===== config.mk =====
export PLATFORM = sky130hd
export DESIGN_NAME = sobol_bsgen
export DESIGN_NICKNAME = d
export VERILOG_FILES = /design/src/rtl/sobol_bsgen_pkg.sv /design/src/rtl/sobol_bsgen_cnt.sv /design/src/rtl/sobol_bsgen.sv
export SDC_FILE = /design/constraint.sdc
export NUM_CORES = 1
export LEC_CHECK = 0
export ABC_AREA = 1
export CAP_MARGIN = 5
export CORE_MARGIN = 1
export CORE_UTILIZATION = 49
export DETAILED_ROUTE_END_ITERATION = 8
export GPL_ROUTABILITY_DRIVEN = 0
export HOLD_SLACK_MARGIN = 0.12
export PLACE_DENSITY = 0.79
export SYNTH_ARGS = -nofsm -noshare
export SYNTH_HDL_FRONTEND = slang
export SYNTH_SLANG_ARGS = --single-unit

===== constraint.sdc =====
create_clock -name iClk -period 2.5 [get_ports iClk]
set_input_delay 0.75 -clock iClk [delete_from_list [all_inputs] [get_ports iClk]]
set_output_delay 0.75 -clock iClk [all_outputs]
set_load 0.01 [all_outputs]

===== src/rtl/sobol_bsgen_pkg.sv =====
// Shared definitions for the Sobol unary bitstream generator: default RNG
// width and the controller state encoding.
package sobol_bsgen_pkg;

    localparam int DEF_BITWIDTH = 8;

    typedef enum logic [1:0] {
        IDLE = 2'd0,
        RUN  = 2'd1,
        DONE = 2'd2
    } state_t;

endpackage


===== src/rtl/sobol_bsgen_cnt.sv =====
// Stream-length counter: synchronous reset, clear on accept, advance on fire,
// and flag the final count of the stream.
module sobol_bsgen_cnt #(
    parameter int WIDTH = 8
) (
    input  logic             iClk,
    input  logic             iRst,
    input  logic             iClr,
    input  logic             iEn,
    output logic [WIDTH-1:0] oCnt,
    output logic             oTc
);

    // Counter register; wraps to zero naturally after the last step.
    always_ff @(posedge iClk) begin
        if (iRst) begin
            oCnt <= {WIDTH{1'b0}};
        end else if (iClr) begin
            oCnt <= {WIDTH{1'b0}};
        end else if (iEn) begin
            oCnt <= oCnt + {{(WIDTH-1){1'b0}}, 1'b1};
        end else begin
            oCnt <= oCnt;
        end
    end

    assign oTc = (oCnt == {WIDTH{1'b1}});

endmodule


===== src/rtl/sobol_bsgen.sv =====
// Unary bitstream generator: compares each Sobol sample from the paired
// sobolrng against a latched source value and streams the result bits.
module sobol_bsgen
    import sobol_bsgen_pkg::*;
#(
    parameter int BITWIDTH = DEF_BITWIDTH
) (
    input  logic                iClk,
    input  logic                iRst,
    input  logic                iSrcValid,
    output logic                oSrcReady,
    input  logic [BITWIDTH-1:0] iSrc,
    output logic                oRngEn,
    input  logic [BITWIDTH-1:0] iRng,
    output logic                oBit,
    output logic                oBitValid,
    input  logic                iBitReady,
    output logic                oLast,
    output logic                oDone,
    output logic [BITWIDTH:0]   oOneCnt
);

    state_t              state;
    logic [BITWIDTH-1:0] srcReg;
    logic [BITWIDTH-1:0] cnt;
    logic                cntTc;
    logic                accept;
    logic                fire;

    // The RNG only advances on fire, so a stalled bit keeps its sample.
    assign oBitValid = (state == RUN);
    assign oBit      = oBitValid && (iRng < srcReg);
    assign oRngEn    = oBitValid && iBitReady;
    assign fire      = oRngEn;
    assign oLast     = oBitValid && cntTc;
    assign accept    = (state == IDLE) && iSrcValid && oSrcReady;

    sobol_bsgen_cnt #(
        .WIDTH (BITWIDTH)
    ) uCnt (
        .iClk (iClk),
        .iRst (iRst),
        .iClr (accept),
        .iEn  (fire),
        .oCnt (cnt),
        .oTc  (cntTc)
    );

    // Controller FSM with registered handshake, done pulse and ones count.
    always_ff @(posedge iClk) begin
        if (iRst) begin
            state     <= IDLE;
            srcReg    <= {BITWIDTH{1'b0}};
            oOneCnt   <= {(BITWIDTH+1){1'b0}};
            oSrcReady <= 1'b1;
            oDone     <= 1'b0;
        end else begin
            case (state)
                IDLE: begin
                    oDone <= 1'b0;
                    if (accept) begin
                        srcReg    <= iSrc;
                        oOneCnt   <= {(BITWIDTH+1){1'b0}};
                        oSrcReady <= 1'b0;
                        state     <= RUN;
                    end else begin
                        oSrcReady <= 1'b1;
                    end
                end
                RUN: begin
                    oSrcReady <= 1'b0;
                    if (fire) begin
                        oOneCnt <= oOneCnt + {{BITWIDTH{1'b0}}, oBit};
                        if (cntTc) begin
                            oDone <= 1'b1;
                            state <= DONE;
                        end else begin
                            oDone <= 1'b0;
                        end
                    end else begin
                        oDone <= 1'b0;
                    end
                end
                DONE: begin
                    // Ready returns only after the done pulse, never during it.
                    oDone     <= 1'b0;
                    oSrcReady <= 1'b1;
                    state     <= IDLE;
                end
                default: begin
                    oDone     <= 1'b0;
                    oSrcReady <= 1'b1;
                    state     <= IDLE;
                end
            endcase
        end
    end

endmodule


Yosys cells after proc, flatten, opt, wreduce, memory -nomap -nowiden
Index checks and enable logic that the tools add are counted.
{"block": "totals", "ramBits": 0, "output_inout_bits": 15, "romBits": 0, "latchBits": 0, "regBits": 29, "mem_count": 0, "word_cells": 38}
{"block": "op_classes", "n_div": 0, "addsub": 2, "reduce_logical": 12, "multipliers": 0, "magnitude_cmp": 1, "n_eq_ne": 5, "shift": 0, "n_mux": 10, "bitwise": 2}
{"operator": "9-bit two-way mux", "count": 2}
{"operator": "9-bit case mux with 2 select lines", "count": 1}
{"operator": "9-bit by 1-bit adder with 9-bit output", "count": 1}
{"operator": "8-bit by 1-bit adder with 8-bit output (second input constant)", "count": 1}
{"operator": "8-bit equality test (second input constant)", "count": 1}
{"operator": "8-bit < comparator", "count": 1}
{"operator": "2-bit two-way mux", "count": 3}
{"operator": "3-bit AND reduction", "count": 2}
{"operator": "1-bit logical AND", "count": 5}
{"operator": "2-bit inequality test (second input constant)", "count": 2}
{"operator": "2-bit case mux with 2 select lines", "count": 1}
{"operator": "3-bit OR reduction", "count": 1}
{"operator": "2-bit by 1-bit equality test with 1-bit output (second input constant)", "count": 1}
{"operator": "2-bit logical NOT", "count": 1}
{"operator": "1-bit two-way mux", "count": 2}
{"operator": "2-bit by 1-bit inequality test with 1-bit output (second input constant)", "count": 1}
{"operator": "1-bit inverter", "count": 2}
{"operator": "1-bit case mux with 2 select lines", "count": 1}
{"operator": "2-bit AND reduction", "count": 1}
{"operator": "2-bit nonzero test", "count": 1}
{"operator": "2-bit OR reduction", "count": 1}

Depth between registers and ports, before layout
Gate-level depths: netlist (run 1).
{"block": "logic_depth", "ltp_word": 5, "ltp_mapped": 17}

By module
Synthesis (run 1) repeated with hierarchy kept, for this count alone.
{"block": "hier_totals", "hier_cells": 206, "area_unflattened_um2": 1505.2}
{"module": "sobol_bsgen", "area_per_inst_um2": 1124.8, "cells_each": 153, "seq_area_each_um2": 420.4, "instances": 1}
{"module": "sobol_bsgen_cnt", "area_per_inst_um2": 380.4, "cells_each": 53, "seq_area_each_um2": 160.2, "instances": 1}

Worst setup path after synthesis (run 1)
No wires, ideal clock.
{"block": "synth_path", "path_kind": "input to register", "startpoint": "input port iRng[7]", "endpoint": "register oOneCnt[8]", "path_buffers": 0, "arrival_ps": 2425, "setup_time_ps": 70, "path_stages": 13, "setup_slack_ps": 5, "path_cell_list": "ha_1 > a21oi_1 > o21a_1 > nand2_1 > nor2_1 > ha_1 > ha_1 > nand2_1 > nor2_1 > nand2_1 > nand2_1 > nand3_1 > a21oi_1"}
{"block": "synth_between", "elab_chain_cells": 5}
{"item": "start, declared", "line_no": "sobol_bsgen.sv:14", "rtl": "input logic [BITWIDTH-1:0] iRng,"}
{"item": "8-bit < comparator", "line_no": "sobol_bsgen.sv:32", "rtl": "assign oBit = oBitValid && (iRng < srcReg);"}
{"item": "1-bit logical AND", "line_no": "sobol_bsgen.sv:32"}
{"item": "via oBit", "line_no": "sobol_bsgen.sv:15", "rtl": "output logic oBit,"}
{"item": "9-bit by 1-bit adder with 9-bit output", "line_no": "sobol_bsgen.sv:73", "rtl": "oOneCnt <= oOneCnt + {{BITWIDTH{1'b0}}, oBit};"}
{"item": "9-bit two-way mux", "line_no": "sobol_bsgen.sv:72", "rtl": "if (fire) begin"}
{"item": "9-bit case mux with 2 select lines", "line_no": "sobol_bsgen.sv:58", "rtl": "case (state)"}
{"item": "end signal, assigned", "line_no": "sobol_bsgen.sv:54", "rtl": "oOneCnt <= {(BITWIDTH+1){1'b0}};"}
{"item": "end signal, assigned", "line_no": "sobol_bsgen.sv:63", "rtl": "oOneCnt <= {(BITWIDTH+1){1'b0}};"}
{"item": "end signal, assigned", "line_no": "sobol_bsgen.sv:73"}
{"item": "end, declared", "line_no": "sobol_bsgen.sv:20", "rtl": "output logic [BITWIDTH:0] oOneCnt"}
The timed path passes the listed nets, and every way through them passes these cells. The select of a mux whose other input is x is not followed.
A chain may end at the register's enable or synchronous reset.

Worst setup path in the final report (run 1)
{"block": "layout_path", "startpoint": "input port iRng[4]", "endpoint": "output port oBit"}
{"block": "layout_between", "elab_chain_cells": 2}
{"item": "8-bit < comparator", "line_no": "sobol_bsgen.sv:32"}
{"item": "1-bit logical AND", "line_no": "sobol_bsgen.sv:32"}
{"item": "end, declared", "line_no": "sobol_bsgen.sv:15"}
No other way between the ends.

==> metrics.yaml, run 1 <==
cts_tree: "built"
ys.flop_type: "dfxtp_1"
crit_slowest_cell: "ha_1"
hold_slack_ps: 462.1
seq_area_frac_synth_pct: 39.19
clock_sinks: 29
slowest_delay_ps: 200
routedWlPerCell_um: 11.58
outcome: "finished with violations"
mappedNetlistArea_um2: 1481
design_area_um2: 2072
n_antenna_cell: 0
finClkSkew_ps: 9.469
startpoint_type: "primary input"
syn_to_final_growth_pct: 39.87
hp-class: "reg2reg"
clock_latency_ps: 330
clk_pin_slew_ps: 90
crit_required_ps: 1750
io_buffers: 34
fin_nets: 284
grt_pass1_wl_um: 5533
setup_slack_ps: 53.81
vias: 1436
worst-path-max-fanout: 2
relSlewSlack_pct: 83.28
grt_pass1_vias: 1374
die_area_um2: 3247
cp_cell_sequence: "clkdlybuf4s15_1 -> ha_1 -> a21oi_2 -> o21a_1 -> nand2_1 -> nor2_2 -> buf_2"
layout_common_cells: "42 x nand2_1, 29 x inv_1, 28 x dfxtp_1"
rsz0062_at_grt: "no"
die_w_um: 56.99
hold_viol: 0
syn_nets: 235
critPathCaptureType: "output port"
post-place-ws_ps: -816.3
track_usage_pct: 22.08
final_common_cell: "nand2_1"
drive_gt1_share_pct: 21.65
avgSynthCellArea_um2: 7.226
ant_nets: 0
start_util_pct: 52.81
grt-ovfl-total: 0
fin_crit_sh_pct: 97.85
synth_edf_count: 0
root_buffer: "clkbuf_4"
antenna_found_initial: 0
power_uw: 983.0
timing.fmax_ghz: 0.4088
drt_iter0_drc: 43
htreeDepth: 2
drt-total-wl_um: 3301
fillCellCount: 233
die_h_um: 56.99
finalSetupViolCount: 0
dp_hpwl_um: 2329
worstPathArrival_ps: 1700
drtPass1Iterations: 6
ys_types: 24
min_period_ps: 2446
synthArstFlopShare_pct: 0
ios: 35
drcViolationCount: 4
irDropWorstVdd_mv: 0.3691
placed_cell_area_um2: 1903
placementRows: 19
cts_inserted_buffers: 5
power.density_nw_per_um2: 474.4
yosys_warnings: 0
max-cap-violations: 0
yosysTopAreaCellShare_pct: 39.19
viasPerCell: 5.039
worstMarginPinSlew_ps: 250.0
p_leak_uw: 0.0008557
synthCells: 205
synth_area_leaders: "dfxtp_1 39%, nand2_1 11%, ha_1 8.4%"
core_area_um2: 2805
maxSlewViolCount: 0
finalSetupTns_ps: 0
ys_ff_latch: 29
path_class: "in2out"
synth_top_area_cell: "dfxtp_1"
grt_max_degree: 14
clockBufferDepth: 2
violations: "DRC"
-- kinds of logic (layout without fill, tap and decap cells) --
| group | after synthesis | after routing | share of synthesized area, % |
|---|---|---|---|
| AO/OA/AOI/OAI | 38 | 38 | 13.85 |
| XOR/XNOR | 2 | 2 | 1.183 |
| adder cells (fa/ha/maj) | 10 | 10 | 8.446 |
| buffers and inverters | 37 | 86 | 10.56 |
| flip-flops | 29 | 29 | 39.19 |
| AND/OR/NAND/NOR | 89 | 89 | 26.77 |
-- worst paths after layout --
path / endpoint / start / cells past startpoint / slack (ps)
worst max register to register: oOneCnt[6] / srcReg[5] / 15 / 430
worst max-delay path: oBit / iRng[4] / 7 / 50
worst min register to register: srcReg[6] / srcReg[6] / 2 / 460
worst min-delay path: srcReg[6] / srcReg[6] / 2 / 460
-- repair_timing --
action                                  CTS  global route
resized for setup                        27            24
hold buffers                              0             0
endpoints found under the setup margin   10             5
setup buffers                             2             0
endpoints found under the hold margin     0             0
pin swaps                                19            16
-- layer usage --
metal / part of all wire, % / vias to the layer above / global-route usage (%)
met5: 0 / - / 0
met4: 2.2 / 0 / 12.54
met3: 3.6 / 10 / 5.215
met2: 48 / 23 / 37.31
met1: 46 / 648 / 25.64
li1: - / 755 / -
-- per-stage QoR --
| stage | utilization [%] | std cells |
|---|---|---|
| after floorplan | - | 205 |
| after CTS | 71.90 | 285 |
| after global routing | 73.86 | 285 |
| after global placement | 67.84 | 276 |
| final | 73.86 | 285 |
| after detailed placement | 67.84 | 276 |
-- state kept, by name, summed over array words and instances (netlist names) --
signal and flops:
oOneCnt 9, srcReg 8, uCnt.oCnt 8, state 2, oDone 1, oSrcReady 1
-- synthesized netlist by cell type (all sizes together), types with 3 or more instances --
library cell  instances
inv                  33
o21ai                13
ha                   10
nor2                 22
nand3                12
buf                   3
dfxtp                29
nand4                 3
a21oi                22
nand2                48
-- area by class of cell --
cell class | instances | area [um2] | area share, %
Clock buffer | 7 | 55.05 | 2.657
Inverter | 33 | 123.9 | 5.978
Multi-Input combinational cell | 139 | 863.3 | 41.67
Sequential cell | 29 | 581.8 | 28.08
Tap cell | 31 | 38.79 | 1.872
Timing Repair Buffer | 46 | 409.1 | 19.75
-- worst max-delay path, delay by kind of cell --
family | cells | cell delay (ps)
buffers and inverters | 2 | 320
adders and majority gates | 1 | 200
and+or+nand+nor | 2 | 180
AOI/OAI and AO/OA | 2 | 230
-- power by group --
group,internal (uW),switching [uW]
sequential,481,8.54
clock,133,154
combinational,96.8,110
Power figures use the tool's default switching activity.
==> inputs of run 2 (changes only) <==
--- a/config.mk
+++ b/config.mk
@@ -5,14 +5,13 @@
 export SDC_FILE = /design/constraint.sdc
 export NUM_CORES = 1
 export LEC_CHECK = 0
-export ABC_AREA = 1
 export CAP_MARGIN = 5
 export CORE_MARGIN = 1
-export CORE_UTILIZATION = 49
+export CORE_UTILIZATION = 48
 export DETAILED_ROUTE_END_ITERATION = 8
 export GPL_ROUTABILITY_DRIVEN = 0
 export HOLD_SLACK_MARGIN = 0.12
-export PLACE_DENSITY = 0.79
+export PLACE_DENSITY = 0.78
 export SYNTH_ARGS = -nofsm -noshare
 export SYNTH_HDL_FRONTEND = slang
 export SYNTH_SLANG_ARGS = --single-unit
==> run 2 against run 1 <==
The run ends with setup timing left. Sequential share of layout area decreased by 0.56 points. Fmax shrank 6.6%. Cell count is 12% lower. Largest cell class unchanged. Synthesized cell count down 18%. Sequential power decreased by 2%. Worst hold slack got worse by 0.89 ps. Global-route usage grew 2.4 points. Clock skew barely moved. Critical endpoint unchanged. Die area decreased by 3.2%. Synthesized area is 5.3% lower.
==> metrics.yaml, run 2 <==
outcome: "finished with violations"
violations: "setup timing"
worstPathArrival_ps: 1870  # +170 ps
die_w_um: 56.06  # -1.6%
clk_pin_slew_ps: 90  # about the same
swShare_pct: 24.38  # -3.4 points
yosysTopAreaCellShare_pct: 41.39  # +2.2 points
antenna_found_initial: 0  # unchanged
syn_nets: 198  # -16%
timing.fmax_ghz: 0.3818  # -6.6%
path_class: "in2out"
hold_slack_ps: 461.2  # -0.8900 ps
synth_edf_count: 0  # unchanged
hold_viol: 0  # unchanged
cts_tree: "built"
power.density_nw_per_um2: 496.2  # +4.6%
dp_hpwl_um: 2434  # +4.5%
p_leak_uw: 0.0008010  # -6.4%
grt_pass1_wl_um: 6030  # +9.0%
crit_required_ps: 1750  # about the same
layout_common_cells: "30 x nand2_1, 29 x dfxtp_1, 23 x clkdlybuf4s50_1"
intPower_uw: 791.5  # +11%
clock_sinks: 29  # unchanged
netlist_top_cells_count: "30 x nand2_1, 29 x dfxtp_1, 16 x a21oi_1, 14 x nor2_1, 10 x ha_1"
synthCells: 168  # -18%
grt-ovfl-total: 0  # unchanged
largest_register_ff_count: 9  # unchanged
seq_area_um2: 580.6  # -0.22%
drtPass1Iterations: 4  # -2
grt_max_degree: 14  # unchanged
max-cap-violations: 0  # unchanged
root_buffer: "clkbuf_4"
comb_power_share_pct: 14.9  # -6.1 points
die_area_um2: 3142  # -3.2%
biggestRegsByFlops: "oOneCnt x9, srcReg x8, uCnt.oCnt x8"
maxSlewViolCount: 0  # unchanged
setup_slack_ps: -119.0  # -172.8 ps
top_register: "oOneCnt"
finClkSkew_ps: 9.322  # -0.1473 ps
rsz0062_at_grt: "yes"
power_frac_seq_pct: 46.1  # -3.7 points
hp-class: "reg2reg"
clockBufferDepth: 2  # unchanged
ant_nets: 0  # unchanged
track_usage_pct: 24.52  # +2.4 points
yosys_warnings: 0  # unchanged
pwr-share-clk_pct: 39.1  # +9.9 points
htreeDepth: 2  # unchanged
fin_crit_sh_pct: 104.8  # +6.9 points
drcViolationCount: 0  # -4
worst-path-max-fanout: 2  # unchanged
ios: 35  # unchanged
min_period_ps: 2619  # +172.8 ps
grt_pass1_vias: 1414  # +2.9%
fin_nets: 248  # -13%
seq_area_frac_synth_pct: 41.39  # +2.2 points
ys_ff_latch: 29  # unchanged
ys.flop_type: "dfxtp_1"
irDropWorstVdd_mv: 0.3700  # +0.22%
drive_gt1_share_pct: 24.66  # +3.0 points
viasPerCell: 5.536  # +9.9%
startpoint_type: "primary input"
clock_latency_ps: 340  # about the same
yosysMostFrequentCell: "nand2_1"
multiInputGateArea_um2: 915.9  # +6.1%
worstMarginPinSlew_ps: 408.5  # +158.5 ps
synthArstFlopShare_pct: 0  # unchanged
avgSynthCellArea_um2: 8.349  # +16%
drt_iter0_drc: 28  # -35%
ys_types: 35  # +46%
mappedNetlistArea_um2: 1403  # -5.3%
n_antenna_cell: 0  # unchanged
fillCellCount: 200  # -14%
final_common_cell: "nand2_1"
finalSetupViolCount: 1  # +1
synth_top_area_cell: "dfxtp_1"
placementRows: 19  # unchanged
critPathCaptureType: "output port"
relSlewSlack_pct: 72.67  # -11 points
io_buffers: 34  # unchanged
syn_to_final_growth_pct: 50.40
cts_hold_buf: 0  # unchanged
p_sw_uw: 255.2  # -6.4%
synth_area_leaders: "dfxtp_1 41%, ha_1 8.9%, nand2_1 8.0%"
core_area_um2: 2758  # -1.7%
drt-total-wl_um: 3561  # +7.9%
power_uw: 1047  # +6.5%
die_h_um: 56.06  # -1.6%
finalSetupTns_ps: -119.0  # -119.0 ps
cts_inserted_buffers: 5  # unchanged
start_util_pct: 50.86  # -1.9 points
routedWlPerCell_um: 14.24  # +23%
vias: 1384  # -3.6%
[run 2: cell types whose count changed in the layout (fill, tap and decap cells not counted), sizes merged, moves of 3 or more]
cell and delta:
a21oi -5, and3 +3, dlygate4sd2 +4, inv -25, nand2 -16, nand2b +3
nand3 -9, nor2 -8, o21ai -7, or3 +5, xnor2 +3, xor2 +3
[run 2: metal layers]
layer,global-route usage [%],up-vias,routed length (um)
met2,42.69,42,1735
met4,9.756,0,95
met1,28.28,650,1541
met5,0,-,0
met3,6.744,10,189
li1,-,682,-
[run 2: power by group through the flow]
stage	registers, uW	clock network (uW)	logic, uW
global placement	492	0	135
detailed placement	493	0	142
CTS	482	419	147
floorplan	492	0	70.0
global route	484	438	172
finish	482	409	156
[run 2: timing repair]
item,in CTS,in global routing
endpoints found under the hold margin,0,0
gates cloned,0,0
pin swaps,17,16
resized for setup,27,19
setup endpoints to repair,11,8
setup buffers,5,1
[run 2: cell type report]
| class | instances | area share [%] |
|---|---|---|
| multi-input cells | 124 | 43.42 |
| clock buffers | 7 | 2.610 |
| clock inverters | 1 | 1.423 |
| flip-flops and latches | 29 | 27.52 |
| repair buffers | 49 | 21.53 |
| inverters | 9 | 1.661 |
| well taps | 31 | 1.839 |
[run 2: logic make-up after synthesis]
group,share of synthesized area (%)
AND/OR/NAND/NOR,27.03
AO/OA/AOI/OAI,13.38
flip-flops,41.39
buffers and inverters,4.281
adder cells (fa/ha/maj),8.921
XOR/XNOR,4.996
[run 2: worst paths after layout]
check,from,end,slack (ps),cells past startpoint
worst max-delay path,iRng[3],oBit,-120,7
worst max register to register,srcReg[3],oOneCnt[6],80,14
worst min-delay path,srcReg[3],srcReg[3],460,2
worst min register to register,srcReg[3],srcReg[3],460,2
[run 2: worst max-delay path, stage by stage]
cell     delay (ps)
buf_6           100
ha_4            200
a211o_1         270
a21oi_2         130
o21ai_2          80
a41oi_2         170
buf_2           170
[run 2: stage by stage]
step | util, % | setup slack [ps] | instances | instance area (um2)
2_1_floorplan | - | -124.4 | 168 | 1458
3_3_place_gp | 68.97 | -847.2 | 239 | 1902
3_5_place_dp | 68.97 | -917.7 | 239 | 1902
4_1_cts | 73.73 | -136.6 | 250 | 2033
5_1_grt | 76.50 | -198.2 | 250 | 2110
6_report | 76.50 | -119.0 | 250 | 2110
==> inputs of run 3 (changes only) <==
--- a/config.mk
+++ b/config.mk
@@ -5,13 +5,14 @@
 export SDC_FILE = /design/constraint.sdc
 export NUM_CORES = 1
 export LEC_CHECK = 0
+export ABC_AREA = 1
 export CAP_MARGIN = 5
 export CORE_MARGIN = 1
-export CORE_UTILIZATION = 48
+export CORE_UTILIZATION = 49
 export DETAILED_ROUTE_END_ITERATION = 8
 export GPL_ROUTABILITY_DRIVEN = 0
 export HOLD_SLACK_MARGIN = 0.12
-export PLACE_DENSITY = 0.78
+export PLACE_DENSITY_LB_ADDON = 0.12
 export SYNTH_ARGS = -nofsm -noshare
 export SYNTH_HDL_FRONTEND = slang
 export SYNTH_SLANG_ARGS = --single-unit
==> run 3 against run 2 <==
The run ends with DRC left. Cell count rose by 12%. Cell area down 3.4%. Flip-flop and latch count unchanged. Combinational power up 29%. Clock power fell by 29%. Power decreased by 6.4%. Fmax grew 6.2%. Worst hold slack gained 12 ps. Critical path depth decreased by 3. Worst setup slack better by 150 ps. Clock skew fell by 3.1 ps. Critical path type unchanged. Critical endpoint is now oRngEn. Highest routed layer unchanged.
==> metrics.yaml, run 3 (same netlist as run 1, synthesis figures left out) <==
clock_latency_ps: 330  # about the same
clockBufferDepth: 2  # unchanged
rsz0062_at_grt: "yes"
final_util_pct: 72.66  # -3.8 points
start_util_pct: 52.81  # +1.9 points
finClkSkew_ps: 6.172  # -3.150 ps
antenna_found_initial: 0  # unchanged
power.density_nw_per_um2: 480.7  # -3.1%
top_register: "oOneCnt"
hp-class: "reg2reg"
grt_pass1_vias: 1412  # -0.14%
grt_max_degree: 22  # +8
placementRows: 19  # unchanged
rrSetupSlack_ps: 420  # +340 ps
max-cap-violations: 0  # unchanged
ios: 35  # unchanged
ant_nets: 0  # unchanged
min_period_ps: 2466  # -153.5 ps
outcome: "finished with violations"
cts_hold_buf: 0  # unchanged
track_usage_pct: 22.85  # -1.7 points
drtPass1Iterations: 6  # +2
post-place-ws_ps: -751.9  # +165.9 ps
htreeDepth: 2  # unchanged
die_w_um: 56.99  # +1.7%
hold_path.startpoint: "srcReg[4]"
holdPathEnd: "srcReg[4]"
p_leak_uw: 0.0008693  # +8.5%
syn_to_final_growth_pct: 37.58
hold_path_depth: 2  # unchanged
worstReg2RegStart: "srcReg[3]"
worstPathArrival_ps: 1720  # -150 ps
crit_required_ps: 1750  # about the same
reg2reg_to: "oOneCnt[8]"
hold_slack_ps: 472.8  # +11.59 ps
clock_sinks: 29  # unchanged
root_buffer: "clkbuf_4"
clk_pin_slew_ps: 80  # about the same
relSlewSlack_pct: 75.45  # +2.8 points
drive_gt1_share_pct: 20.00  # -4.7 points
hold_viol: 0  # unchanged
core_area_um2: 2805  # +1.7%
grt-ovfl-total: 0  # unchanged
cts_tree: "built"
path_class: "in2out"
placed_cell_area_um2: 1888  # -0.72%
maxSlewViolCount: 0  # unchanged
io_buffers: 34  # unchanged
drt_iter0_drc: 59  # +110%
n_antenna_cell: 0  # unchanged
fin_crit_sh_pct: 98.62  # -6.1 points
worst-path-max-fanout: 3  # +1
viasPerCell: 5.149  # -7.0%
drt-total-wl_um: 3287  # -7.7%
finalSetupTns_ps: 0  # +119.0 ps
vias: 1447  # +4.6%
cts_setup_buffers: 0  # -5
critPathCaptureType: "output port"
rr_worst_depth: 18  # +4
routedWlPerCell_um: 11.70  # -18%
final_common_cell: "nand2_1"
setup_slack_ps: 34.50  # +153.5 ps
die_h_um: 56.99  # +1.7%
irDropWorstVdd_mv: 0.3567  # -3.6%
largest_register_ff_count: 9  # unchanged
grt_pass1_wl_um: 5685  # -5.7%
cts_inserted_buffers: 5  # unchanged
timing.fmax_ghz: 0.4056  # +6.2%
drcViolationCount: 3  # +3
layout_common_cells: "43 x nand2_1, 29 x inv_1, 27 x dfxtp_1"
biggestRegsByFlops: "oOneCnt x9, srcReg x8, uCnt.oCnt x8"
violations: "DRC"
die_area_um2: 3247  # +3.3%
fin_nets: 280  # +13%
finalSetupViolCount: 0  # -1
worstMarginPinSlew_ps: 366.9  # -41.59 ps
design_area_um2: 2038  # -3.4%
startpoint_type: "primary input"
dp_hpwl_um: 2417  # -0.68%
## run 3: area by class of cell
type,count,area [um2]
clock buffers,7,55.05
inverters,33,123.9
repair buffers,42,386.6
multi-input cells,139,850.8
well taps,31,38.79
fillers,220,767.0
flip-flops and latches,29,583.1
## run 3: stage by stage
step	instances	power, uW
after floorplan	205	607.9
after global placement	274	670.0
after detailed placement	274	677.4
after CTS	281	959.6
after global routing	281	1033
final	281	979.7
## run 3: routing by layer
| layer | track usage (%) | vias up | routed length [um] |
|---|---|---|---|
| met5 | 0 | - | 0 |
| met4 | 9.408 | 0 | 72 |
| met3 | 7.029 | 9 | 185 |
| met2 | 39.66 | 39 | 1650 |
| met1 | 26.11 | 653 | 1379 |
| li1 | - | 746 | - |
## run 3: timing repair
action	4_1_cts	5_1_grt
gates resized for setup	22	26
pin swaps	17	15
endpoints found under the setup margin	10	10
## run 3: how the worst max path moves through the flow
stage | slack (ps) | cells past startpoint | startpoint | end
5_1_grt | -10 | 10 | iRng[1] | oBit
3_3_place_gp | -710 | 7 | iRng[7] | oBit
4_1_cts | -200 | 7 | iRng[6] | oBit
2_1_floorplan | 5 | 13 | iRng[7] | oOneCnt[8]
6_report | 30 | 4 | iBitReady | oRngEn
3_5_place_dp | -750 | 7 | iRng[7] | oBit
## run 3: power breakdown
part	internal [uW]	switching [uW]	total [uW]	leakage [uW]
combinational	91.8	109	201	0.000601
sequential	481	8.92	490	0.000237
clock	133	157	289	0.0000314
## run 3: critical path: stages
cell             delay [ps]
clkdlybuf4s15_1         270
nand3_4                 100
inv_2                    70
clkdlybuf4s50_1         540
